==> config.mk <==
export PLATFORM = sky130hd
export DESIGN_NAME = alu_issue
export DESIGN_NICKNAME = d
export VERILOG_FILES = /design/src/rtl/alu_issue.sv
export SDC_FILE = /design/constraint.sdc
export NUM_CORES = 1
export LEC_CHECK = 0
export CORE_MARGIN = 1.5
export CORE_UTILIZATION = 40
export CTS_CLUSTER_SIZE = 16
export DETAILED_ROUTE_END_ITERATION = 16
export SLEW_MARGIN = 0
export SYNTH_ARGS = -nofsm -noshare
export SYNTH_HDL_FRONTEND = slang
export SYNTH_SLANG_ARGS = --single-unit
export TNS_END_PERCENT = 10
==> constraint.sdc <==
create_clock -name clk -period 3.8 [get_ports clk]
set_input_delay 0.57 -clock clk [delete_from_list [all_inputs] [get_ports clk]]
set_output_delay 0.57 -clock clk [all_outputs]
set_load 0.005 [all_outputs]
==> src/rtl/alu_issue.sv <==
// Issue/writeback stage for the 8-bit ALU: operand fetch from a small
// register file, registered ALU drive, result and flag writeback.
module alu_issue #(
  parameter int DATA_W = 8,
  parameter int NREGS  = 8
) (
  input  logic              clk,
  input  logic              rst,
  input  logic [15:0]       instr,
  input  logic              instr_valid,
  output logic              instr_ready,
  input  logic              ext_wr_en,
  input  logic [2:0]        ext_wr_addr,
  input  logic [DATA_W-1:0] ext_wr_data,
  input  logic [2:0]        dbg_addr,
  output logic [DATA_W-1:0] dbg_data,
  output logic [DATA_W-1:0] alu_a,
  output logic [DATA_W-1:0] alu_b,
  output logic [3:0]        alu_op,
  input  logic [DATA_W-1:0] alu_result,
  input  logic              alu_c,
  input  logic              alu_z,
  input  logic              alu_v,
  input  logic              alu_n,
  output logic [3:0]        flags,
  output logic              done,
  output logic              busy
);

  typedef enum logic [1:0] {
    IDLE,
    READ,
    EXEC
  } state_t;

  state_t            state;
  state_t            state_nxt;
  logic [12:0]       ir;
  logic [DATA_W-1:0] regs [NREGS];

  logic [3:0] ir_op;
  logic [2:0] ir_rd;
  logic [2:0] ir_ra;
  logic [2:0] ir_rb;
  logic       unused_bits;

  assign ir_op = ir[12:9];
  assign ir_rd = ir[8:6];
  assign ir_ra = ir[5:3];
  assign ir_rb = ir[2:0];

  // low three instruction bits are reserved
  assign unused_bits = ^instr[2:0];

  assign instr_ready = (state == IDLE);
  assign busy        = (state != IDLE);
  assign dbg_data    = regs[dbg_addr];

  always_comb begin
    state_nxt = state;
    unique case (state)
      IDLE: if (instr_valid) state_nxt = READ;
      READ: state_nxt = EXEC;
      EXEC: state_nxt = IDLE;
      default: state_nxt = IDLE;
    endcase
  end

  always_ff @(posedge clk) begin
    if (rst) begin
      state  <= IDLE;
      ir     <= '0;
      alu_a  <= '0;
      alu_b  <= '0;
      alu_op <= '0;
      flags  <= '0;
      done   <= 1'b0;
      for (int i = 0; i < NREGS; i++) regs[i] <= '0;
    end else begin
      state <= state_nxt;
      done  <= (state == EXEC);
      if (state == IDLE && instr_valid) ir <= instr[15:3];
      if (state == READ) begin
        alu_a  <= regs[ir_ra];
        alu_b  <= regs[ir_rb];
        alu_op <= ir_op;
      end
      if (ext_wr_en) regs[ext_wr_addr] <= ext_wr_data;
      // writeback comes last so it beats an external write to the same index
      if (state == EXEC) begin
        regs[ir_rd] <= alu_result;
        flags       <= {alu_c, alu_z, alu_v, alu_n};
      end
    end
  end

endmodule

======== After elaboration in Yosys (flattened, before gate mapping) ========
Memories as Yosys holds them, arrays and structs flattened. A register that Yosys moved wholly into a read port is not among the register bits.
Cells that the tools add are included.
Widths: inputs -> output; s select.
word-level totals
  RAM bits ................................ 64
  flip-flop bits (word level) ............. 24
  word-level logic and storage cells ...... 30
  memories ................................ 1
  bits in read-only memories .............. 0
  latch bits .............................. 0
  bits of input ports ..................... 46
  output and inout bits ................... 35
memories
  memory  depth  width  rd ports  clocked after memory_dff  wr ports  RTL line  RTL
  regs    8      8      3         2                         8         39        logic [DATA_W-1:0] regs [NREGS];
operators by class
  multiply operators ...................... 0
  bitwise operators ....................... 0
  eq/ne operators ......................... 3
  multiplexer cells ....................... 16
  reduce and logical (&&, ||, !) cells .... 5
  $lt $le $gt $ge ......................... 0
  add/sub/neg operators ................... 0
  shifts and indexed selects .............. 0
  div/mod/pow operators ................... 0
operator list
  operator            count
  $mux 8              2
  $reduce_or 8->1     2
  $mux 1              10
  $mux 3              2
  $pmux 2 s2          1
  $eq 2x1->1 const B  1
  $eq 2x2->1 const B  1
  $logic_not 2->1     1
  $mux 2              1
  $ne 2x2->1 const B  1
  $reduce_bool 2->1   1
  $logic_and 1x1->1   1

======== Depth between registers and ports, before layout ========
  depth in word-level cells ............... 6
  depth in mapped cells ................... 6
  depth with buffers taken out ............ 4

======== Worst setup path after synthesis ========
No wires, ideal clock.
  kind .................................... input port to output port
  from .................................... input port dbg_addr[0]
  to ...................................... output port dbg_data[0]
  arrival ................................. 1.740 ns
  path buffers ............................ 2
  slack ................................... 1.490 ns
  cell stages on the path ................. 4
  data required time ...................... 3.230 ns
  path through ............................ buf_2 -> buf_6 -> mux4_2 -> mux2_2
on the way
  longest elaborated chain between the ends .. 1
RTL lines
  element          RTL line  RTL
  start, declared  15        input logic [2:0] dbg_addr,
  $mem_v2 8x8      n/a
  end, declared    16        output logic [DATA_W-1:0] dbg_data,
Every way passes these cells.

======== Worst setup path in the final report ========
  from .................................... input port dbg_addr[0]
  to ...................................... output port dbg_data[4]
The elaborated chain is that of the path after synthesis.

==> qor.csv <==
stage,metric,value,unit
power_and_ir_drop,Power Density,370.4,nW/µm²
clock_network,CTS tree,built,
final_layout,Antenna Cells,0,
sta,max-slew violation count,0,
clock_network,clk sink count,104,
global_route,GRT Util Overall,20.73,%
drt,Post-DRT Antenna Nets,0,
drt,wire length on met1,7.346,mm
yosys,Synth Register Bits,104,
yosys,"Primary FF master, synth",edfxtp_1,
yosys,cell area after synthesis,6042,µm²
clock_network,hold buffer count at CTS,0,
drt,DRT iter0 DRCs,619,
final_layout,area delta synth->final,17.04,%
die,DIE HEIGHT,125.9,µm
sta,Clock Skew,0.01250,ns
final_layout,# fillers,1347,
yosys,synth cell count leaders,"nand2_1 (150), mux2i_1 (68), edfxtp_1 (64)",
sta,Fin Setup TNS,0,ns
global_route,vias in the first global route,4309,
die,Core Area,14640,µm²
min_path,Hold WC Path Type,reg -> reg,
final_layout,Final nets,721,
placement,Buffers on Ports,77,
drt,Routed WL per cell,19.02,µm
die,Top Ports,81,
worst_setup_path,nature of the critical path startpoint,primary input,
worst_setup_path,Crit. End Element,primary output,
worst_setup_path,Crit path top cell by count,clkdlybuf4s50_1,
worst_setup_path,crit-path max cell delay,0.59,ns
yosys,Area contributors post-synth,"edfxtp_1 (32%), dfxtp_1 (13%), mux2i_1 (11%), nand2_1 (9.3%), mux4_2 (6.0%)",
clock_network,H-tree Lvls,3,
yosys,"EDFF count, synth",64,
worst_setup_path,critical path cell sequence,clkdlybuf4s50_1 > buf_4 > mux4_2 > mux2_2 > clkdlybuf4s50_1,
outcome,violations in the final reports,DRC,
worst_setup_path,critical path arrival,2.65,ns
power_and_ir_drop,maximum vdd drop,0.0002335,V
sta,setup ws final,0.5758,ns
worst_setup_path,slowest CP cell,mux4_2,
yosys,Synth area leader,edfxtp_1,
yosys,Mapped Avg Cell Area,9.500,µm²
yosys,post-synth cell types,32,
power_and_ir_drop,NetSw,708.8,µW
outcome,status,"complete, but fails checks",
sta,Max-slew headroom,33.80,%
die,die extent in x,125.9,µm
drt,Met2 Routed Length,6.959,mm
worst_setup_path,CP Class,in -> out,
sta,maximum clock frequency,310.2,MHz
clock_network,post_cts resized,0,
yosys,Syn. warnings,0,
sta,Final setup viols,0,
sta,post-route minimum period,3.224,ns
drt,drt first pass iters,11,
sta,Worst-Margin Slew,0.9930,ns
final_layout,fin cells,864,
placement,DP HPWL,12.47,mm
final_layout,layout cells sized above 1,9.412,%
placement,placed insts,848,
die,Starting Density,41.26,%
placement,dpl ws,0.5437,ns
yosys,"Seq/Total Area, Yosys",45.06,%
yosys,asr flop ratio synth,0,%
yosys,Mapped Nets,682,
power_and_ir_drop,clock network fraction of design power,34.0,%
power_and_ir_drop,sequential share of power,51.0,%
yosys,top-count cell post-synth,nand2_1,
clock_network,Max Root-Sink Buffers,2,
worst_setup_path,crit path max fanout,16,
die,Site Rows,44,
clock_network,CTS buffer count,9,
drt,Remaining DRCs,7,
placement,GP Congestion,0.9414,
clock_network,clock slew at the register clock pins of the worst setup and hold paths,0.07,ns
drt,Top Layer Used,met4,
power_and_ir_drop,internal power,1911,µW
sta,RSZ-0062 raised after global routing,no,
final_layout,Seq. cell area,2725,µm²
yosys,top cell type's share of synthesized area,31.81,%
run,MaxCap Viol Count,0,
global_route,pin count of the biggest net entering global routing,42,
drt,via count,4858,
global_route,global route total overflow,0,
power_and_ir_drop,Net Sw Frac,27.06,%
sta,Fin. Hold Viols,0,
power_and_ir_drop,Leakage,0.002326,µW
drt,DRT Wirelength,16.43,mm
drt,drt via density,5.623,
yosys,Cells after Synth,636,
worst_setup_path,WP data required,3.23,ns
power_and_ir_drop,Comb pwr share,15.0,%
die,die area,15850,µm²
global_route,initial antenna violation count,0,
global_route,first-pass GRT wire length,24.76,mm
clock_network,insertion delay to the later sink of the worst-skew pair,0.36,ns
drt,routed wl met3,1.517,mm
clock_network,number of setup buffers added after CTS,0,
sta,Final Cycle Share,84.85,%
clock_network,Root Driver,clkbuf_16,
final_layout,footprint of the multi-input gates,2963,µm²
-- sequential cells by signal, indices dropped and copies added, names as in the netlist --
name,flops
state,2
ir,13
alu_a,8
alu_op,4
done,1
regs,64
alu_b,8
flags,4
-- power by group through the flow --
stage	Sequential (µW)	Combinational, µW	Clock (µW)
after CTS	1330	395	902
after detailed placement	1360	393	0
after floorplan	1310	256	0
after global routing	1340	423	946
final	1330	394	891
after global placement	1350	386	0
-- final timing paths --
path | start | end | slack [ns] | depth (start not counted)
worst max-delay path | dbg_addr[0] | dbg_data[4] | 0.58 | 5
worst min-delay path | ir[10]$_SDFFE_PP0P_ | alu_op[1]$_SDFFE_PP0N_ | 0.45 | 2
worst max register to register | state[0]$_SDFFE_PP0P_ | regs[4][0]$_DFFE_PP_ | 1.78 | 3
worst min register to register | ir[10]$_SDFFE_PP0P_ | alu_op[1]$_SDFFE_PP0N_ | 0.45 | 2
-- cells by family after synthesis --
family,count (synthesis),share of synthesized area (%)
muxes,92,18.72
and+or+nand+nor,243,18.31
AOI/OAI and AO/OA,129,12.01
DFF,104,45.06
buffers and inverters,68,5.902
-- layout by cell type, fill, tap and decap left out, types with 4 or more instances in the layout --
cell type,instances
a21oi_1,33
a22oi_1,32
buf_4,10
clkbuf_16,9
clkdlybuf4s50_1,76
dfxtp_1,38
edfxtp_1,64
inv_1,9
mux2_2,8
mux2i_1,68
mux4_2,16
nand2_1,150
nand2b_1,4
nand3_1,9
nor2_1,31
nor2_4,6
nor2b_1,5
nor3_1,18
o21ai_0,59
o21ai_1,5
or3_1,7
-- metal layers --
metal | track usage (%) | up-vias
li1 | - | 2331
met1 | 30.17 | 2230
met2 | 29.44 | 259
met3 | 3.738 | 38
met4 | 10.68 | 0
met5 | 0 | -
-- layout make-up --
cell class / count / area share, %
repair buffers: 87 / 11.89
clock buffers: 9 / 3.185
flip-flops and latches: 104 / 38.53
well taps: 184 / 3.255
multi-input cells: 464 / 41.90
inverters: 9 / 0.4777
clock inverters: 7 / 0.7608
-- critical path: cells and delay by family --
family                 cells  cell delay, ns
buffers and inverters      3            1.20
muxes                      2            0.88
-- per-stage QoR --
stage / power [µW] / hold WS, ns / utilization [%] / cell area (µm²)
2_1_floorplan: 1570 / 0.4321 / - / 6042
3_3_place_gp: 1738 / 0.4392 / 46.39 / 6793
3_5_place_dp: 1749 / 0.4439 / 46.39 / 6793
4_1_cts: 2628 / 0.4547 / 48.29 / 7072
5_1_grt: 2709 / 0.4667 / 48.29 / 7072
6_report: 2619 / 0.4505 / 48.29 / 7072
No activity file was read; power rests on OpenSTA's default activity.
